## src/rtl/hazard_ctrl_if.sv

```systemverilog
// Hazard-controller signal bundle: ID/EX/MEM hazard inputs, pipeline-control
// outputs and event counters. The master drives the pipeline-side inputs.
`default_nettype none

interface hazard_ctrl_if #(
    parameter int CNT_W = 16
);
    logic [4:0]       id_rs1_i;
    logic [4:0]       id_rs2_i;
    logic             id_use_rs2_i;
    logic             ex_memread_i;
    logic [4:0]       ex_rd_i;
    logic             br_taken_i;
    logic             mem_req_i;
    logic             mem_ready_i;
    logic             pc_write_o;
    logic             ifid_stall_o;
    logic             ifid_flush_o;
    logic             idex_flush_o;
    logic             freeze_o;
    logic             err_o;
    logic [CNT_W-1:0] lu_cnt_o;
    logic [CNT_W-1:0] br_cnt_o;
    logic [CNT_W-1:0] mw_cnt_o;

    modport master (
        output id_rs1_i, id_rs2_i, id_use_rs2_i, ex_memread_i, ex_rd_i,
               br_taken_i, mem_req_i, mem_ready_i,
        input  pc_write_o, ifid_stall_o, ifid_flush_o, idex_flush_o,
               freeze_o, err_o, lu_cnt_o, br_cnt_o, mw_cnt_o
    );

    modport slave (
        input  id_rs1_i, id_rs2_i, id_use_rs2_i, ex_memread_i, ex_rd_i,
               br_taken_i, mem_req_i, mem_ready_i,
        output pc_write_o, ifid_stall_o, ifid_flush_o, idex_flush_o,
               freeze_o, err_o, lu_cnt_o, br_cnt_o, mw_cnt_o
    );
endinterface

`default_nettype wire

```

## src/rtl/hazard_ctrl.sv

```systemverilog
// ---------------------------------------------------------------------------
// hazard_ctrl: load-use / taken-branch / memory-wait hazard controller with
// sticky memory-timeout flag and saturating event counters.
// Rev 1.0
// ---------------------------------------------------------------------------
`default_nettype none

module hazard_ctrl #(
    parameter int CNT_W   = 16,
    parameter int MEM_TMO = 64
) (
    input  wire logic    clk_i,
    input  wire logic    rst_i,
    hazard_ctrl_if.slave bus
);

    localparam logic [0:0] S_RUN      = 1'b0;
    localparam logic [0:0] S_MEM_WAIT = 1'b1;
    localparam int         TMO_W      = (MEM_TMO > 1) ? $clog2(MEM_TMO) : 1;
    localparam logic [TMO_W-1:0] C_TMO_LAST = TMO_W'(MEM_TMO - 1);

    logic [0:0]       r_state;
    logic [0:0]       w_state_next;
    logic [TMO_W-1:0] r_tmo;
    logic             r_err;
    logic [CNT_W-1:0] r_lu_cnt;
    logic [CNT_W-1:0] r_br_cnt;
    logic [CNT_W-1:0] r_mw_cnt;

    logic w_lu;
    logic w_mw;
    logic w_lu_evt;
    logic w_br_evt;
    logic w_pc_write;
    logic w_ifid_stall;
    logic w_ifid_flush;
    logic w_idex_flush;
    logic w_freeze;

    assign w_lu = bus.ex_memread_i && (bus.ex_rd_i != 5'd0) &&
                  ((bus.ex_rd_i == bus.id_rs1_i) ||
                   (bus.id_use_rs2_i && (bus.ex_rd_i == bus.id_rs2_i)));
    assign w_mw = bus.mem_req_i && !bus.mem_ready_i;

    always_ff @(posedge clk_i) begin
        if (rst_i) begin
            r_state  <= S_RUN;
            r_tmo    <= '0;
            r_err    <= 1'b0;
            r_lu_cnt <= '0;
            r_br_cnt <= '0;
            r_mw_cnt <= '0;
        end else begin
            r_state <= w_state_next;
            if (r_state == S_MEM_WAIT) begin
                if (r_mw_cnt != '1) r_mw_cnt <= r_mw_cnt + 1'b1;
                if (r_tmo == C_TMO_LAST) r_err <= 1'b1;
                // Timeout counter holds at its last value rather than wrapping.
                if (w_state_next == S_RUN)   r_tmo <= '0;
                else if (r_tmo != C_TMO_LAST) r_tmo <= r_tmo + 1'b1;
            end else begin
                r_tmo <= '0;
            end
            if (w_lu_evt && (r_lu_cnt != '1)) r_lu_cnt <= r_lu_cnt + 1'b1;
            if (w_br_evt && (r_br_cnt != '1)) r_br_cnt <= r_br_cnt + 1'b1;
        end
    end

    always_comb begin
        w_state_next = r_state;
        case (r_state)
            S_RUN:      if (w_mw) w_state_next = S_MEM_WAIT;
            S_MEM_WAIT: if (bus.mem_ready_i) w_state_next = S_RUN;
            default:    w_state_next = S_RUN;
        endcase
    end

    // Hazard priority inside RUN: memory wait, then load-use, then branch.
    always_comb begin
        w_pc_write   = 1'b1;
        w_ifid_stall = 1'b0;
        w_ifid_flush = 1'b0;
        w_idex_flush = 1'b0;
        w_freeze     = 1'b0;
        w_lu_evt     = 1'b0;
        w_br_evt     = 1'b0;
        if (r_state == S_MEM_WAIT || w_mw) begin
            w_pc_write   = 1'b0;
            w_ifid_stall = 1'b1;
            w_freeze     = 1'b1;
        end else if (w_lu) begin
            w_pc_write   = 1'b0;
            w_ifid_stall = 1'b1;
            w_idex_flush = 1'b1;
            w_lu_evt     = 1'b1;
        end else if (bus.br_taken_i) begin
            w_ifid_flush = 1'b1;
            w_br_evt     = 1'b1;
        end
    end

    assign bus.pc_write_o   = w_pc_write;
    assign bus.ifid_stall_o = w_ifid_stall;
    assign bus.ifid_flush_o = w_ifid_flush;
    assign bus.idex_flush_o = w_idex_flush;
    assign bus.freeze_o     = w_freeze;
    assign bus.err_o        = r_err;
    assign bus.lu_cnt_o     = r_lu_cnt;
    assign bus.br_cnt_o     = r_br_cnt;
    assign bus.mw_cnt_o     = r_mw_cnt;

endmodule

`default_nettype wire

```

## src/flat_wrapper.sv

```systemverilog
// flat-port wrapper written by rule: the top's interface ports become plain ports
module hazard_ctrl_flat 
#(
    parameter int CNT_W   = 16,
    parameter int MEM_TMO = 64
)
  (clk_i, rst_i, bus_id_rs1_i, bus_id_rs2_i, bus_id_use_rs2_i, bus_ex_memread_i, bus_ex_rd_i, bus_br_taken_i, bus_mem_req_i, bus_mem_ready_i, bus_pc_write_o, bus_ifid_stall_o, bus_ifid_flush_o, bus_idex_flush_o, bus_freeze_o, bus_err_o, bus_lu_cnt_o, bus_br_cnt_o, bus_mw_cnt_o);
  hazard_ctrl_if #(.CNT_W(CNT_W)) bus_i ();
  input  wire logic clk_i;
  input  wire logic rst_i;
  input wire logic [$bits(bus_i.id_rs1_i)-1:0] bus_id_rs1_i;
  input wire logic [$bits(bus_i.id_rs2_i)-1:0] bus_id_rs2_i;
  input wire logic [$bits(bus_i.id_use_rs2_i)-1:0] bus_id_use_rs2_i;
  input wire logic [$bits(bus_i.ex_memread_i)-1:0] bus_ex_memread_i;
  input wire logic [$bits(bus_i.ex_rd_i)-1:0] bus_ex_rd_i;
  input wire logic [$bits(bus_i.br_taken_i)-1:0] bus_br_taken_i;
  input wire logic [$bits(bus_i.mem_req_i)-1:0] bus_mem_req_i;
  input wire logic [$bits(bus_i.mem_ready_i)-1:0] bus_mem_ready_i;
  output wire logic [$bits(bus_i.pc_write_o)-1:0] bus_pc_write_o;
  output wire logic [$bits(bus_i.ifid_stall_o)-1:0] bus_ifid_stall_o;
  output wire logic [$bits(bus_i.ifid_flush_o)-1:0] bus_ifid_flush_o;
  output wire logic [$bits(bus_i.idex_flush_o)-1:0] bus_idex_flush_o;
  output wire logic [$bits(bus_i.freeze_o)-1:0] bus_freeze_o;
  output wire logic [$bits(bus_i.err_o)-1:0] bus_err_o;
  output wire logic [$bits(bus_i.lu_cnt_o)-1:0] bus_lu_cnt_o;
  output wire logic [$bits(bus_i.br_cnt_o)-1:0] bus_br_cnt_o;
  output wire logic [$bits(bus_i.mw_cnt_o)-1:0] bus_mw_cnt_o;
  assign bus_i.id_rs1_i = bus_id_rs1_i;
  assign bus_i.id_rs2_i = bus_id_rs2_i;
  assign bus_i.id_use_rs2_i = bus_id_use_rs2_i;
  assign bus_i.ex_memread_i = bus_ex_memread_i;
  assign bus_i.ex_rd_i = bus_ex_rd_i;
  assign bus_i.br_taken_i = bus_br_taken_i;
  assign bus_i.mem_req_i = bus_mem_req_i;
  assign bus_i.mem_ready_i = bus_mem_ready_i;
  assign bus_pc_write_o = bus_i.pc_write_o;
  assign bus_ifid_stall_o = bus_i.ifid_stall_o;
  assign bus_ifid_flush_o = bus_i.ifid_flush_o;
  assign bus_idex_flush_o = bus_i.idex_flush_o;
  assign bus_freeze_o = bus_i.freeze_o;
  assign bus_err_o = bus_i.err_o;
  assign bus_lu_cnt_o = bus_i.lu_cnt_o;
  assign bus_br_cnt_o = bus_i.br_cnt_o;
  assign bus_mw_cnt_o = bus_i.mw_cnt_o;
  hazard_ctrl #(.CNT_W(CNT_W), .MEM_TMO(MEM_TMO)) u_core (.clk_i(clk_i), .rst_i(rst_i), .bus(bus_i));
endmodule
```

## config.mk

```make
export PLATFORM = sky130hd
export DESIGN_NAME = hazard_ctrl_flat
export DESIGN_NICKNAME = d
export VERILOG_FILES = /design/src/rtl/hazard_ctrl_if.sv /design/src/rtl/hazard_ctrl.sv /design/src/flat_wrapper.sv
export SDC_FILE = /design/constraint.sdc
export NUM_CORES = 1
export LEC_CHECK = 0
export CAP_MARGIN = 20
export CORE_ASPECT_RATIO = 1.25
export CORE_MARGIN = 3
export CORE_UTILIZATION = 49
export DETAILED_ROUTE_END_ITERATION = 6
export HOLD_SLACK_MARGIN = 0.1
export PLACE_DENSITY = 0.8
export SETUP_SLACK_MARGIN = 0.05
export SYNTH_ARGS = -nofsm -noshare
export SYNTH_HDL_FRONTEND = slang
export SYNTH_SLANG_ARGS = --single-unit
```

## constraint.sdc

```tcl
create_clock -name clk_i -period 3.9 [get_ports clk_i]
set_input_delay 1.17 -clock clk_i [delete_from_list [all_inputs] [get_ports clk_i]]
set_output_delay 1.17 -clock clk_i [all_outputs]
set_load 0.005 [all_outputs]
```

==> run metrics, run 1 <==
number of global-route vias before repair=approximately 2600; largest area contributor in the netlist=dfxtp_1; Mean Syn Cell Area=8.65 um2; critical path's slowest cell=clkdlybuf4s50_1; pwr/cell area=around 260 nW/um2; PortBufs=75; crit path kind=in -> out; worst-path fanout max=4; setup ws final=0.114 ns; fin crit period=3.79 ns; share of cells above drive strength 1=13.4%; via count=2797; CP Cell Sequence=clkdlybuf4s50_1 > inv_1 > a21oi_2 > buf_4 > inv_1 > clkdlybuf4s50_1; Worst Max-Slew Pin Slew=0.748 ns; gr usage total=around a fifth; Hold Crit Class=reg -> reg; I/O Pins=76; endpoint class of the critical path=output pin; clk_lat worst skew=0.31 ns; # nets final=451; initial antenna violation count=0; Max Slew Vio Count=0; # setup viols final=0; Rel. slew slack=50.1%; cts hold-fix bufs=0; Final Instance Area=approximately 4000 um2; final setup TNS=0 ns; Setup Skew=roughly 0.0072 ns; CTS root buf=clkbuf_8; DIE AREA=6900 um2; startpoint types=primary input; synthesized area=2910 um2; post-synthesis net count=362; Max stage delay on crit path=0.47 ns; YS warnings=0; post-synthesis cell count=336; LEAKAGE=0.00140 uW; Routed Antenna Nets=0; RSZ-0062 raised after global routing=false; htree depth=2; cell family with most CP delay=buffers and inverters; # clock sinks=56; Distinct cells, synth=54; row cnt=30; largest net degree at the start of global routing=44; RD Place Congestion=0.794; Starting DRT DRC Count=around 150; Starting Density=around half; routed wire length=around 7100 um; ant diodes=0; Clk pin slew, worst setup/hold paths=~0.090 ns; WP buf/inv=5; fmax=around 260 MHz; drt drc=0; grt ovf=0; Die X=74.9 um; Post-synth EDFFs=0; CTS max path bufs=2; Die Y=92.1 um; wire per inst=14.6 um; Via density=5.71; most numerous cell in the Yosys netlist=dfxtp_1; max-cap viol count=0; crit path DAT=between 2 and 3 ns; synth top area cells=dfxtp_1, nor2_1, xnor2_1, xor2_1, mux2_2; pre-CTS WS=-0.591 ns; router iterations before antenna repair=4; Final Util=69.6%; Seq cells post-synth=56; status=finished clean; Req. time, crit path=~2.7 ns; first-pass GRT wire length=11500 um; Synth top cells by count=dfxtp_1, nor2_1, nand3_1, a21oi_1, nand2_1; Core Box Area=5590 um2; post-DP HPWL=5230 um; Final Hold Fails=0; Max VDD drop=~0.00032 V; CTS Buf Count=5; Yosys top cell area share=38.6%; CTS tree=done; Post-synth top flop=dfxtp_1; Placement Cell Area=between 3000 and 4000 um2; Final Power=between 1000 and 1500 uW; area grow syn2layout=34.0%; Final Cycle Share=roughly 97%; sequential area share after synthesis=38.6%; asr flop ratio synth=0%
==> placed cells by master, fill, tap and decap left out, types with 5 or more instances in the layout <==
master           Yosys  routed
nor2b_1              9       9
or4_1                7       6
nand3_1             22      22
nand4_1             14      14
nor3_1               7       7
xnor2_1             15      15
buf_4                0      17
clkdlybuf4s50_1      0      65
nor2_1              49      49
clkbuf_8             0       6
dfxtp_1             56      56
o31ai_1              5       5
xor2_1              15      15
a21oi_1             18      17
and4_1               5       5
mux2_2              10      10
and3_1               7       7
inv_1                5       5
nand2_1             17      17
==> cell type report <==
| cell class | count | area, um2 |
|---|---|---|
| multi-input cells | 264 | 1720 |
| fillers | 473 | 1700 |
| flip-flops and latches | 56 | 1120 |
| repair buffers | 92 | 855 |
| clock buffers | 6 | 82.6 |
| well taps | 64 | 80.1 |
| inverters | 6 | 22.5 |
| clock inverters | 2 | 10.0 |
==> power breakdown <==
part | total, uW | switching [uW] | internal, uW
sequential | 582 | 6.67 | 575
combinational | 107 | 49.4 | 57.3
clock | 331 | 189 | 142
==> path summary, 6_finish.rpt <==
kind | start | end | slack (ns) | cells past startpoint
max | bus_mem_ready_i | bus_freeze_o | 0.11 | 6
min | u_core.bus.err_o$_SDFFE_PP0P_ | u_core.bus.err_o$_SDFFE_PP0P_ | 0.48 | 2
max reg2reg | u_core.r_state$_SDFF_PP0_ | u_core.bus.lu_cnt_o[5]$_SDFFE_PP0P_ | 1.57 | 8
min reg2reg | u_core.bus.err_o$_SDFFE_PP0P_ | u_core.bus.err_o$_SDFFE_PP0P_ | 0.48 | 2
==> flip-flops by register name (all words and copies together) (netlist names) <==
name                 cells
u_core.bus.br_cnt_o     16
u_core.bus.err_o         1
u_core.bus.lu_cnt_o     16
u_core.bus.mw_cnt_o     16
u_core.r_state           1
u_core.r_tmo             6
==> routing by layer <==
layer / routed length [um] / up-vias / track usage (%) / share of wire [%]
li1: - / 1390 / - / -
met1: 2990 / 1320 / 23.9 / 42
met2: 3630 / 82 / 36.8 / 51
met3: 461 / 5 / 4.50 / 6.5
met4: 56 / 0 / 4.75 / 0.78
met5: 0 / - / 0 / 0
==> per-stage QoR <==
stage	hold slack, ns	instances
after floorplan	0.460	336
after global placement	0.457	481
after detailed placement	0.459	481
after CTS	0.492	490
after global routing	0.515	490
final	0.484	490
==> worst reg2reg max path, cell delays in order (launching register included) <==
cell and delay (ns):
dfxtp_1 0.44, a21oi_2 0.29, buf_4 0.17, inv_1 0.05, buf_4 0.14, a311oi_2 0.30, nand2_2 0.22, or4_1 0.51
a21oi_1 0.14
==> logic make-up after synthesis <==
group / synth area share, %
multiplexers: 5.64
adder cells (fa/ha/maj): 1.72
buffers and inverters: 2.63
flip-flops: 38.6
AO/OA/AOI/OAI: 11.5
XOR/XNOR: 9.04
AND/OR/NAND/NOR: 30.9
==> what timing repair did <==
item / in CTS / in global routing
pin swaps: 3 / 3
resized for setup: 23 / 3
endpoints found under the setup margin: 4 / 4
buffers inserted: 1 / 0
Power figures use the tool's default switching activity.
==> run 2: changes to the inputs <==
CORE_MARGIN = unset   (was 3)
==> run 2 against run 1 <==
Compared with the run above:
- the run now ends with DRC left
- global-route usage up 2.5 points
- combinational power is essentially flat
- count of clock-buffer cells in the layout decreased by 1
- worst setup slack got worse by 0.018 ns
- cell area up 1.3%
- clock skew shrank 0.0040 ns
- worst hold slack about the same
- utilization fell by 0.88 points
- total power grew 4.9%
- wire length decreased by 2.4%
- largest cell class unchanged
- largest power group unchanged
==> run metrics, run 2 (synthesis results as in run 1) <==
status=complete, but fails checks; violated checks=DRC; reg-to-reg startpoint=u_core.r_state$_SDFF_PP0_; area grow syn2layout=35.8%; Starting Density=50.6%; crit path DAT=around 2.6 ns; WP buf/inv=3; Max Slew Vio Count=0; RD Place Congestion=0.785; pwr/cell area=271 nW/um2; Max stage delay on crit path=roughly 0.44 ns; worst-path fanout max=4; fin crit period=3.80 ns; startpoint types=primary input; wl on met1=3050 um; Clk pin slew, worst setup/hold paths=0.10 ns; Core Box Area=between 5000 and 6000 um2; CTS tree=done; Pint=825 uW; sw power=245 uW; top sig layer=met4; htree depth=2; crit path launch=bus_id_rs1_i[4]; Routed Antenna Nets=0; CP Cell Sequence=clkdlybuf4s50_1 > xnor2_1 > nand3_2 > o22ai_2 > buf_4 > a21oi_2 > dlygate4sd2_1; Via density=~5.6; # nets final=452; Reg2Reg Depth=8; critical path's slowest cell=clkdlybuf4s50_1; Final Power=1070 uW; PortBufs=75; LEAKAGE=0.00141 uW; Final Cycle Share=97.6%; router iterations before antenna repair=6; clk_lat worst skew=0.30 ns; Die Y=88.1 um; Starting DRT DRC Count=130; hold path depth=2; ant diodes=0; Req. time, crit path=2.73 ns; Worst Max-Slew Pin Slew=0.783 ns; Placement Cell Area=3810 um2; initial antenna violation count=0; register share of total power=approximately 54%; Setup Skew=0.00323 ns; Max VDD drop=0.000280 V; Rel. slew slack=a little under half; Die X=70.9 um; cts hold-fix bufs=0; cell family with most CP delay=buffers and inverters; Final Hold Fails=0; Switching Share=22.9%; Final Instance Area=~3900 um2; DIE AREA=6250 um2; drt drc=16; row cnt=31; CTS Buf Count=5; share of cells above drive strength 1=13.6%; CTS root buf=clkbuf_8; fmax=263 MHz; Hold EP=u_core.bus.err_o$_SDFFE_PP0P_; met2 WL post-DR=3450 um; Hold Startpoint=u_core.bus.err_o$_SDFFE_PP0P_; wire per inst=14.1 um; grt ovf=0; routed wire length=6970 um; Hold Crit Class=reg -> reg; largest net degree at the start of global routing=47; met3 routed WL=390 um; # setup viols final=0; most frequent cells in the layout=clkdlybuf4s50_1, dfxtp_1, nor2_1; via count=between 2000 and 3000; number of global-route vias before repair=about 2600; endpoint class of the critical path=output pin; reg-to-reg setup timing slack=~1.6 ns; first-pass GRT wire length=11600 um; power share of the clock group=35.3%; combinational share of power=about a tenth; I/O Pins=76; post-DP HPWL=5130 um; commonest non-fill, non-tap cell in the layout=clkdlybuf4s50_1; RSZ-0062 raised after global routing=false; gr usage total=23.0%; RR Endpoint=u_core.bus.lu_cnt_o[7]$_SDFFE_PP0P_; crit path kind=in -> out; # clock sinks=56; CTS max path bufs=2; max-cap viol count=0
## run 2: power groups by stage
stage	logic, uW	registers [uW]	clock network [uW]
3_5_place_dp	109	595	0
2_1_floorplan	48.4	593	0
5_1_grt	120	583	415
6_report	110	582	377
3_3_place_gp	106	595	0
4_1_cts	106	582	389
## run 2: cell type report
type                       instances  area [um2]
fill                             492        1790
multi-input combinational        264        1740
sequential                        56        1120
timing repair buffer              93         866
tap                               66        82.6
clock buffer                       5        68.8
clock inverter                     3        42.5
inverter                           6        22.5
## run 2: worst max-delay path by stage
stage	slack, ns	cells after the start	to
after global routing	0.0003	7	bus_ifid_flush_o
after global placement	-0.50	8	bus_pc_write_o
after CTS	0.01	7	bus_ifid_flush_o
after floorplan	0.20	7	bus_pc_write_o
final	0.1	7	bus_ifid_flush_o
after detailed placement	-0.53	8	bus_pc_write_o
## run 2: metrics by stage
| stage | hold slack [ns] | util [%] | setup WS [ns] | setup TNS (ns) | cells |
|---|---|---|---|---|---|
| 4_1_cts | 0.493 | 68.2 | 0.0119 | 0 | 492 |
| 6_report | 0.484 | 68.8 | 0.0950 | 0 | 493 |
| 3_3_place_gp | 0.462 | 66.3 | -0.496 | -1.62 | 484 |
| 2_1_floorplan | 0.460 | - | 0.204 | 0 | 336 |
| 3_5_place_dp | 0.464 | 66.3 | -0.534 | -1.76 | 484 |
| 5_1_grt | 0.520 | 68.8 | 0.000346 | 0 | 493 |
## run 2: layer usage
layer,up-vias,GRT usage [%]
met5,-,0
met4,0,6.36
met3,8,5.06
met2,63,42.7
met1,1300,26.7
li1,1392,-
## run 2: tightest hold or removal path, cell delays in order, from the launching register on
cell	delay, ns
dfxtp_1	0.34
a21oi_1	0.04
nor2_1	0.07
## run 2: timing repair
action | CTS | global route
setup endpoints to repair | 4 | 5
endpoints found under the hold margin | 0 | 0
buffers inserted | 0 | 1
pin swaps | 3 | 4
gates resized for setup | 18 | 6
